## config.mk

```make
export PLATFORM = sky130hd
export DESIGN_NAME = nes_pad_reader
export DESIGN_NICKNAME = d
export VERILOG_FILES = /design/src/rtl/nes_pad_reader.sv
export SDC_FILE = /design/constraint.sdc
export NUM_CORES = 1
export LEC_CHECK = 0
export CAP_MARGIN = 20
export CORE_AREA = 2 2 83 85
export CTS_CLUSTER_SIZE = 20
export DETAILED_ROUTE_END_ITERATION = 16
export DIE_AREA = 0 0 85 87
export REMOVE_ABC_BUFFERS = 1
export SLEW_MARGIN = 5
export SYNTH_ARGS = -nofsm -noshare
export SYNTH_HDL_FRONTEND = slang
export SYNTH_SLANG_ARGS = --single-unit
```

## constraint.sdc

```tcl
create_clock -name clk -period 5.4 [get_ports clk]
set_input_delay 0.81 -clock clk [delete_from_list [all_inputs] [get_ports clk]]
set_output_delay 0.81 -clock clk [all_outputs]
set_load 0.005 [all_outputs]
```

## src/rtl/nes_pad_reader.sv

```systemverilog
// NES controller poller: latches the pad at a fixed frame rate, shifts in
// the 8 button bits and presents them as registered active-high levels.
// Optional NES_DEBOUNCE_EN: only publish a frame that matches the previous one.
module nes_pad_reader #(
    parameter int unsigned LATCH_CYCLES = 1200,
    parameter int unsigned HALF_CYCLES  = 600,
    parameter int unsigned POLL_CYCLES  = 1666667
) (
    input  logic       clk,
    input  logic       hard_reset_n,
    input  logic       nes_data,
    output logic       nes_latch,
    output logic       nes_pulse,
    output logic [7:0] buttons,
    output logic       btn_start,
    output logic       frame_valid
);

    localparam int unsigned POLL_W = $clog2(POLL_CYCLES);
    localparam int unsigned PH_MAX = (LATCH_CYCLES > HALF_CYCLES) ? LATCH_CYCLES : HALF_CYCLES;
    localparam int unsigned PH_W   = $clog2(PH_MAX + 1);

    typedef enum logic [2:0] {
        S_WAIT,
        S_LATCH,
        S_LOW,
        S_HIGH,
        S_DONE
    } state_e;

    state_e              state_q, state_d;
    logic [POLL_W-1:0]   poll_cnt_q, poll_cnt_d;
    logic [PH_W-1:0]     phase_q, phase_d;
    logic [2:0]          bit_idx_q, bit_idx_d;
    logic [7:0]          shift_q, shift_d;
    logic [7:0]          buttons_q, buttons_d;
    logic                latch_q, latch_d;
    logic                pulse_q, pulse_d;
    logic                fv_q, fv_d;
    logic                sync1_q, sync2_q;
    logic                tick;
    logic                latch_last;
    logic                half_last;
`ifdef NES_DEBOUNCE_EN
    logic [7:0]          prev_raw_q, prev_raw_d;
`endif

    assign tick       = (poll_cnt_q == POLL_W'(POLL_CYCLES - 1));
    assign latch_last = (phase_q == PH_W'(LATCH_CYCLES - 1));
    assign half_last  = (phase_q == PH_W'(HALF_CYCLES - 1));

    // Two-flop synchroniser for the asynchronous pad data line
    always_ff @(posedge clk or negedge hard_reset_n) begin
        if (!hard_reset_n) begin
            sync1_q <= 1'b0;
            sync2_q <= 1'b0;
        end else begin
            sync1_q <= nes_data;
            sync2_q <= sync1_q;
        end
    end

    // State and datapath registers
    always_ff @(posedge clk or negedge hard_reset_n) begin
        if (!hard_reset_n) begin
            state_q    <= S_WAIT;
            poll_cnt_q <= '0;
            phase_q    <= '0;
            bit_idx_q  <= '0;
            shift_q    <= '0;
            buttons_q  <= '0;
            latch_q    <= 1'b0;
            pulse_q    <= 1'b0;
            fv_q       <= 1'b0;
        end else begin
            state_q    <= state_d;
            poll_cnt_q <= poll_cnt_d;
            phase_q    <= phase_d;
            bit_idx_q  <= bit_idx_d;
            shift_q    <= shift_d;
            buttons_q  <= buttons_d;
            latch_q    <= latch_d;
            pulse_q    <= pulse_d;
            fv_q       <= fv_d;
        end
    end

`ifdef NES_DEBOUNCE_EN
    // Previous raw frame for the two-frame agreement filter
    always_ff @(posedge clk or negedge hard_reset_n) begin
        if (!hard_reset_n) begin
            prev_raw_q <= '0;
        end else begin
            prev_raw_q <= prev_raw_d;
        end
    end
`endif

    // Next-state, frame sequencing and output decode
    always_comb begin
        state_d    = state_q;
        poll_cnt_d = tick ? '0 : poll_cnt_q + POLL_W'(1);
        phase_d    = phase_q + PH_W'(1);
        bit_idx_d  = bit_idx_q;
        shift_d    = shift_q;
        buttons_d  = buttons_q;
`ifdef NES_DEBOUNCE_EN
        prev_raw_d = prev_raw_q;
`endif

        case (state_q)
            S_WAIT: begin
                phase_d = '0;
                if (tick) begin
                    state_d = S_LATCH;
                end
            end
            S_LATCH: begin
                if (latch_last) begin
                    phase_d = '0;
                    state_d = S_LOW;
                end
            end
            S_LOW: begin
                if (half_last) begin
                    // Pad drives low for pressed; store active-high
                    shift_d[bit_idx_q] = ~sync2_q;
                    phase_d            = '0;
                    state_d            = (bit_idx_q == 3'd7) ? S_DONE : S_HIGH;
                end
            end
            S_HIGH: begin
                if (half_last) begin
                    bit_idx_d = bit_idx_q + 3'd1;
                    phase_d   = '0;
                    state_d   = S_LOW;
                end
            end
            S_DONE: begin
                phase_d   = '0;
                bit_idx_d = '0;
`ifdef NES_DEBOUNCE_EN
                prev_raw_d = shift_q;
                if (shift_q == prev_raw_q) begin
                    buttons_d = shift_q;
                end
`else
                buttons_d = shift_q;
`endif
                state_d = S_WAIT;
            end
            default: begin
                phase_d = '0;
                state_d = S_WAIT;
            end
        endcase

        // Strobes follow the current state one cycle later; frame_valid lines up with DONE
        latch_d = (state_q == S_LATCH);
        pulse_d = (state_q == S_HIGH);
        fv_d    = (state_d == S_DONE);
    end

    assign nes_latch   = latch_q;
    assign nes_pulse   = pulse_q;
    assign buttons     = buttons_q;
    assign btn_start   = buttons_q[3];
    assign frame_valid = fv_q;

endmodule

```

== Word-level counts from Yosys, hierarchy flattened ==
Cells that the tools add are included.

* Add/sub/neg operators: 3
* $lt $le $gt $ge: 2
* Equality and inequality tests: 10
* Mux-type cells: 15
* Bitwise logic cells: 1
* Reductions and logical operators: 6

{| class="wikitable"
|+ Operators by type and width
! operator !! count
|-
| 2-to-1 mux 11 bit || 2
|-
| case mux 11 bit (2 select lines) || 1
|-
| adder 21 x 1 -> 21 bit (second input constant) || 1
|-
| equality test 21 bit (second input constant) || 1
|-
| 2-to-1 mux 21 bit || 1
|-
| 2-to-1 mux 3 bit || 6
|-
| case mux 3 bit (4 select lines) || 1
|-
| adder 11 x 1 -> 11 bit (second input constant) || 1
|-
| equality test 11 x 10 -> 1 bit (second input constant) || 1
|-
| equality test 11 bit (second input constant) || 1
|-
| equality test 3 bit (second input constant) || 3
|-
| bitwise mux 8 bit || 1
|-
| equality test 3 x 2 -> 1 bit (second input constant) || 2
|-
| case mux 3 bit (2 select lines) || 1
|-
| < comparator 3 x 4 -> 1 bit (second input constant) || 1
|-
| AND reduction 2 bit || 2
|-
| adder 3 x 1 -> 3 bit (second input constant) || 1
|-
| demux 1 bit (select 3 bit) || 1
|-
| equality test 3 x 1 -> 1 bit (second input constant) || 1
|-
| greater-or-equal comparator 3 x 1 -> 1 bit (second input constant) || 1
|-
| logical NOT 3 bit || 1
|-
| != test 2 x 1 -> 1 bit (second input constant) || 1
|-
| nonzero test 2 bit || 1
|-
| OR reduction 2 bit || 1
|-
| other kinds (3) || 3
|}

* Register bits: 59
* Logic and storage cells: 48

== Depth between registers and ports, before layout ==
* Word-level depth: 5
* Gate-level depth with buffers: 7
* Gate-level depth less buffers: 6

== Worst setup path after synthesis ==
Ideal clock, no wire load.

* Path type: register -> register
* Start point: reg poll_cnt_q[12]
* End point: reg poll_cnt_q[11]
* Library setup time: 126 ps
* Data arrival time: 1616 ps
* Slack: 3657 ps
* Stages on the path, launching flop included: 5
* Clock period less this slack: 1743 ps
* Cells stage by stage: dfrtp_1 or4b_4 nor4_4 nand2_1 a311o_1

* Word-level cells in the longest chain between the ends: 2

{| class="wikitable"
|+ Ends and longest elaborated chain
! element !! RTL line !! source
|-
| from (decl) || 32 || <nowiki>logic [POLL_W-1:0] poll_cnt_q, poll_cnt_d;</nowiki>
|-
| from (signal assigned) || 77 || <nowiki>poll_cnt_q <= poll_cnt_d;</nowiki>
|-
| equality test 21 bit || 48 || <nowiki>assign tick = (poll_cnt_q == POLL_W'(POLL_CYCLES - 1));</nowiki>
|-
| 2-to-1 mux 21 bit || 102 || <nowiki>poll_cnt_d = tick ? '0 : poll_cnt_q + POLL_W'(1);</nowiki>
|-
| via poll_cnt_d[11] || 32 ||
|}

The timed path passes the listed nets, and every way through them passes these cells.
A chain may end at the register's enable or synchronous reset.

== Final worst setup path ==
* Start point: reg phase_q[0]
* End point: reg phase_q[2]

* Word-level cells in the longest chain between the ends: 3
* Elaborated cells on any way between the ends: 6

{| class="wikitable"
|+ Ends and longest elaborated chain
! element !! RTL line !! source
|-
| from (decl) || 33 || <nowiki>logic [PH_W-1:0] phase_q, phase_d;</nowiki>
|-
| from (signal assigned) || 78 || <nowiki>phase_q <= phase_d;</nowiki>
|-
| adder 11 x 1 -> 11 bit, or another cell as far along || 103 || <nowiki>phase_d = phase_q + PH_W'(1);</nowiki>
|-
| 2-to-1 mux 11 bit, on equally long branches || 125, 133, 119 ||
|-
| case mux 11 bit (2 select lines) * || 111 || <nowiki>case (state_q)</nowiki>
|-
| via phase_d[2] || 33 ||
|}

The timed path passes the listed nets; every way through them passes the cells marked *.

==> flow_summary.json <==
{
  "outcome": "finished clean",
  "post-route-util_pct": 49.10,
  "grt_max_degree": 60,
  "fin_crit_ns": 2.133,
  "fillCellCount": 606,
  "powerDensity_nw_per_um2": 280.2,
  "yosysUniqueCellTypes": 45,
  "cts_tree": "yes",
  "placed_area_sq_um": 2999,
  "critPathKind": "flop to flop",
  "root_buffer": "clkbuf_8",
  "area_delta_synth_final_pct": 14.27,
  "cts_hold_buf": 0,
  "std_cell_rows": 30,
  "ant_nets": 0,
  "synthArstFlopShare_pct": 100.0,
  "num_antenna_cells": 0,
  "skew_ns": 0.007961,
  "post_cts_resized": 0,
  "grt_pass1_wl_um": 9059,
  "vias": 1916,
  "drtIter0Drc": 74,
  "slew_violations": 0,
  "yosysTopAreaCell": "dfrtp_1",
  "htreeDepth": 3,
  "worstPathArrival_ns": 2.31,
  "synth_edf_count": 0,
  "cts_buffers": 9,
  "fin_nets": 283,
  "min_path_type": "flop to flop",
  "wl_um": 5242,
  "rsz0062_at_grt": "false",
  "avgSynthCellArea_sq_um": 10.77,
  "io_pins": 15,
  "first_global_vias": 1879,
  "clkLatencyLatePin_ns": 0.34,
  "dieArea_sq_um": 7395,
  "initial_utilization_pct": 42.97,
  "synthFlopType": "dfrtp_1",
  "fin_cells": 360,
  "syn_inst": 262,
  "cts_setup_buffers": 0,
  "core-area_sq_um": 6569,
  "drive_above_1_share_pct": 12.86,
  "die_y_um": 87,
  "die_x_um": 85,
  "synth_seq_cells": 59,
  "final_area_sq_um": 3226,
  "synth.area.top_cells": "dfrtp_1 (52%), xor2_1 (5.3%), nor2_1 (3.6%), mux2_2 (3.2%), nand4_1 (2.7%)",
  "timing.fmax_mhz": 468.7,
  "startpoint_type": "flop",
  "worst_pin_slew_ns": 0.8997,
  "clock_path_buffers": 2,
  "setup_viol": 0,
  "yosysWarningCount": 0,
  "drv_cap": 0,
  "vias_per_cell": 5.322,
  "hold_violations": 0,
  "drc": 0,
  "synth_area_sq_um": 2823,
  "finalSetupTns_ns": 0,
  "place_congestion": 0.8018,
  "wl_per_cell_um": 14.56,
  "required_ns": 5.58,
  "clk_pin_slew_worst_paths_ns": 0.07,
  "period_share_pct": 39.51,
  "cp_max_fo": 11,
  "dp_cells": 344,
  "relSlewSlack_pct": 39.79,
  "grt_antenna_before_repair": 0,
  "port_buffers": 14,
  "power.leakage_nw": 1.407,
  "synth_top_area_share_pct": 52.30,
  "first_pass_iters": 4,
  "synth-seq-area-share_pct": 52.30,
  "cts.sink_count": 59,
  "track_usage_pct": 15.66,
  "cp-end-kind": "flop",
  "grt_overflow": 0,
  "dpl.hpwl_um": 3479,
  "irDropWorstVdd_mv": 0.2757
}
placed cells by master (no fill, tap or decap), types with 3 or more instances in the layout:
| master | n |
|---|---|
| nand3b_1 | 3 |
| o21ai_0 | 12 |
| nand4_1 | 12 |
| nor3_1 | 6 |
| and4_1 | 6 |
| clkbuf_8 | 10 |
| nor2_1 | 27 |
| clkdlybuf4s50_1 | 13 |
| nand3_1 | 14 |
| xnor2_1 | 6 |
| nor2b_1 | 3 |
| a21oi_1 | 3 |
| nand2_1 | 16 |
| mux2i_1 | 5 |
| ha_1 | 5 |
| o31ai_1 | 8 |
| dfrtp_1 | 59 |
| inv_1 | 8 |
| mux2_2 | 8 |
| xor2_1 | 17 |
| or3_1 | 4 |
critical path, cell delays in order (launching register included):
cell,delay [ns]
dfrtp_1,0.38
ha_1,0.22
and4bb_2,0.27
and3_1,0.22
a2bb2oi_1,0.75
nor2_1,0.13
flip-flops by register name, summed over array words and instances (netlist names):
name and count:
poll_cnt_q 21, phase_q 11, buttons 8, shift_q 8, bit_idx_q 3, state_q 3
frame_valid 1, nes_latch 1, nes_pulse 1, sync1_q 1, sync2_q 1
power by group:
group          switching, W  internal [W]
sequential       0.00000103      0.000443
combinational    0.00000841    0.00000134
clock              0.000178      0.000272
total              0.000188      0.000716
layer usage:
layer	wire length (um)	global-route usage (%)	up-vias	share of wire, %
li1	-	-	958	-
met1	2490	20.18	928	48
met2	2528	25.07	24	48
met3	153	5.118	6	2.9
met4	70	5.195	0	1.3
met5	0	0	-	0
worst paths after layout:
path,startpoint,endpoint,slack [ns],cells after the start
worst max-delay path,phase_q[0]$_DFF_PN0_,phase_q[2]$_DFF_PN0_,3.27,5
worst min-delay path,sync1_q$_DFF_PN0_,sync2_q$_DFF_PN0_,0.36,0
worst max register to register,phase_q[0]$_DFF_PN0_,phase_q[2]$_DFF_PN0_,3.27,5
worst min register to register,sync1_q$_DFF_PN0_,sync2_q$_DFF_PN0_,0.36,0
max in group asynchronous,hard_reset_n,poll_cnt_q[6]$_DFF_PN0_,4.28,2
min in group asynchronous,hard_reset_n,state_q[1]$_DFF_PN0_,0.62,2
area by class of cell:
type | instances | area [sq um] | share of cell area, %
multi-input cells | 182 | 1250 | 38.75
well taps | 80 | 100.1 | 3.103
inverters | 8 | 30.03 | 0.9310
clock inverters | 6 | 88.84 | 2.754
clock buffers | 10 | 137.6 | 4.267
flip-flops and latches | 59 | 1476 | 45.77
repair buffers | 15 | 142.6 | 4.422
Yosys cell counts, drive strengths merged, types with 4 or more instances:
library cell / count
buf: 6
clkbuf: 7
xnor2: 6
nor3: 6
mux2: 8
o31ai: 8
inv: 8
nand3: 14
o21ai: 12
ha: 5
xor2: 17
and4: 7
or3: 4
dfrtp: 59
nor2: 27
nand4: 12
mux2i: 5
nand2: 16
stage by stage:
step / setup WS, ns / power [W] / hold slack, ns
2_1_floorplan: 3.624 / 0.0004517 / 0.3312
3_3_place_gp: 3.276 / 0.0004624 / 0.3323
3_5_place_dp: 3.249 / 0.0004624 / 0.3443
4_1_cts: 3.242 / 0.0009160 / 0.3610
5_1_grt: 3.124 / 0.0009363 / 0.3639
6_report: 3.267 / 0.0009038 / 0.3573
cells by family after synthesis:
group	Yosys count	share of synthesized area (%)
muxes	13	4.965
xor gates and xnor gates	23	7.136
AOI/OAI and AO/OA	28	6.250
DFF	59	52.31
buffers and inverters	21	3.413
adders and majority gates	5	2.216
and+or+nand+nor	113	23.71
No activity file was read; power rests on OpenSTA's default activity.
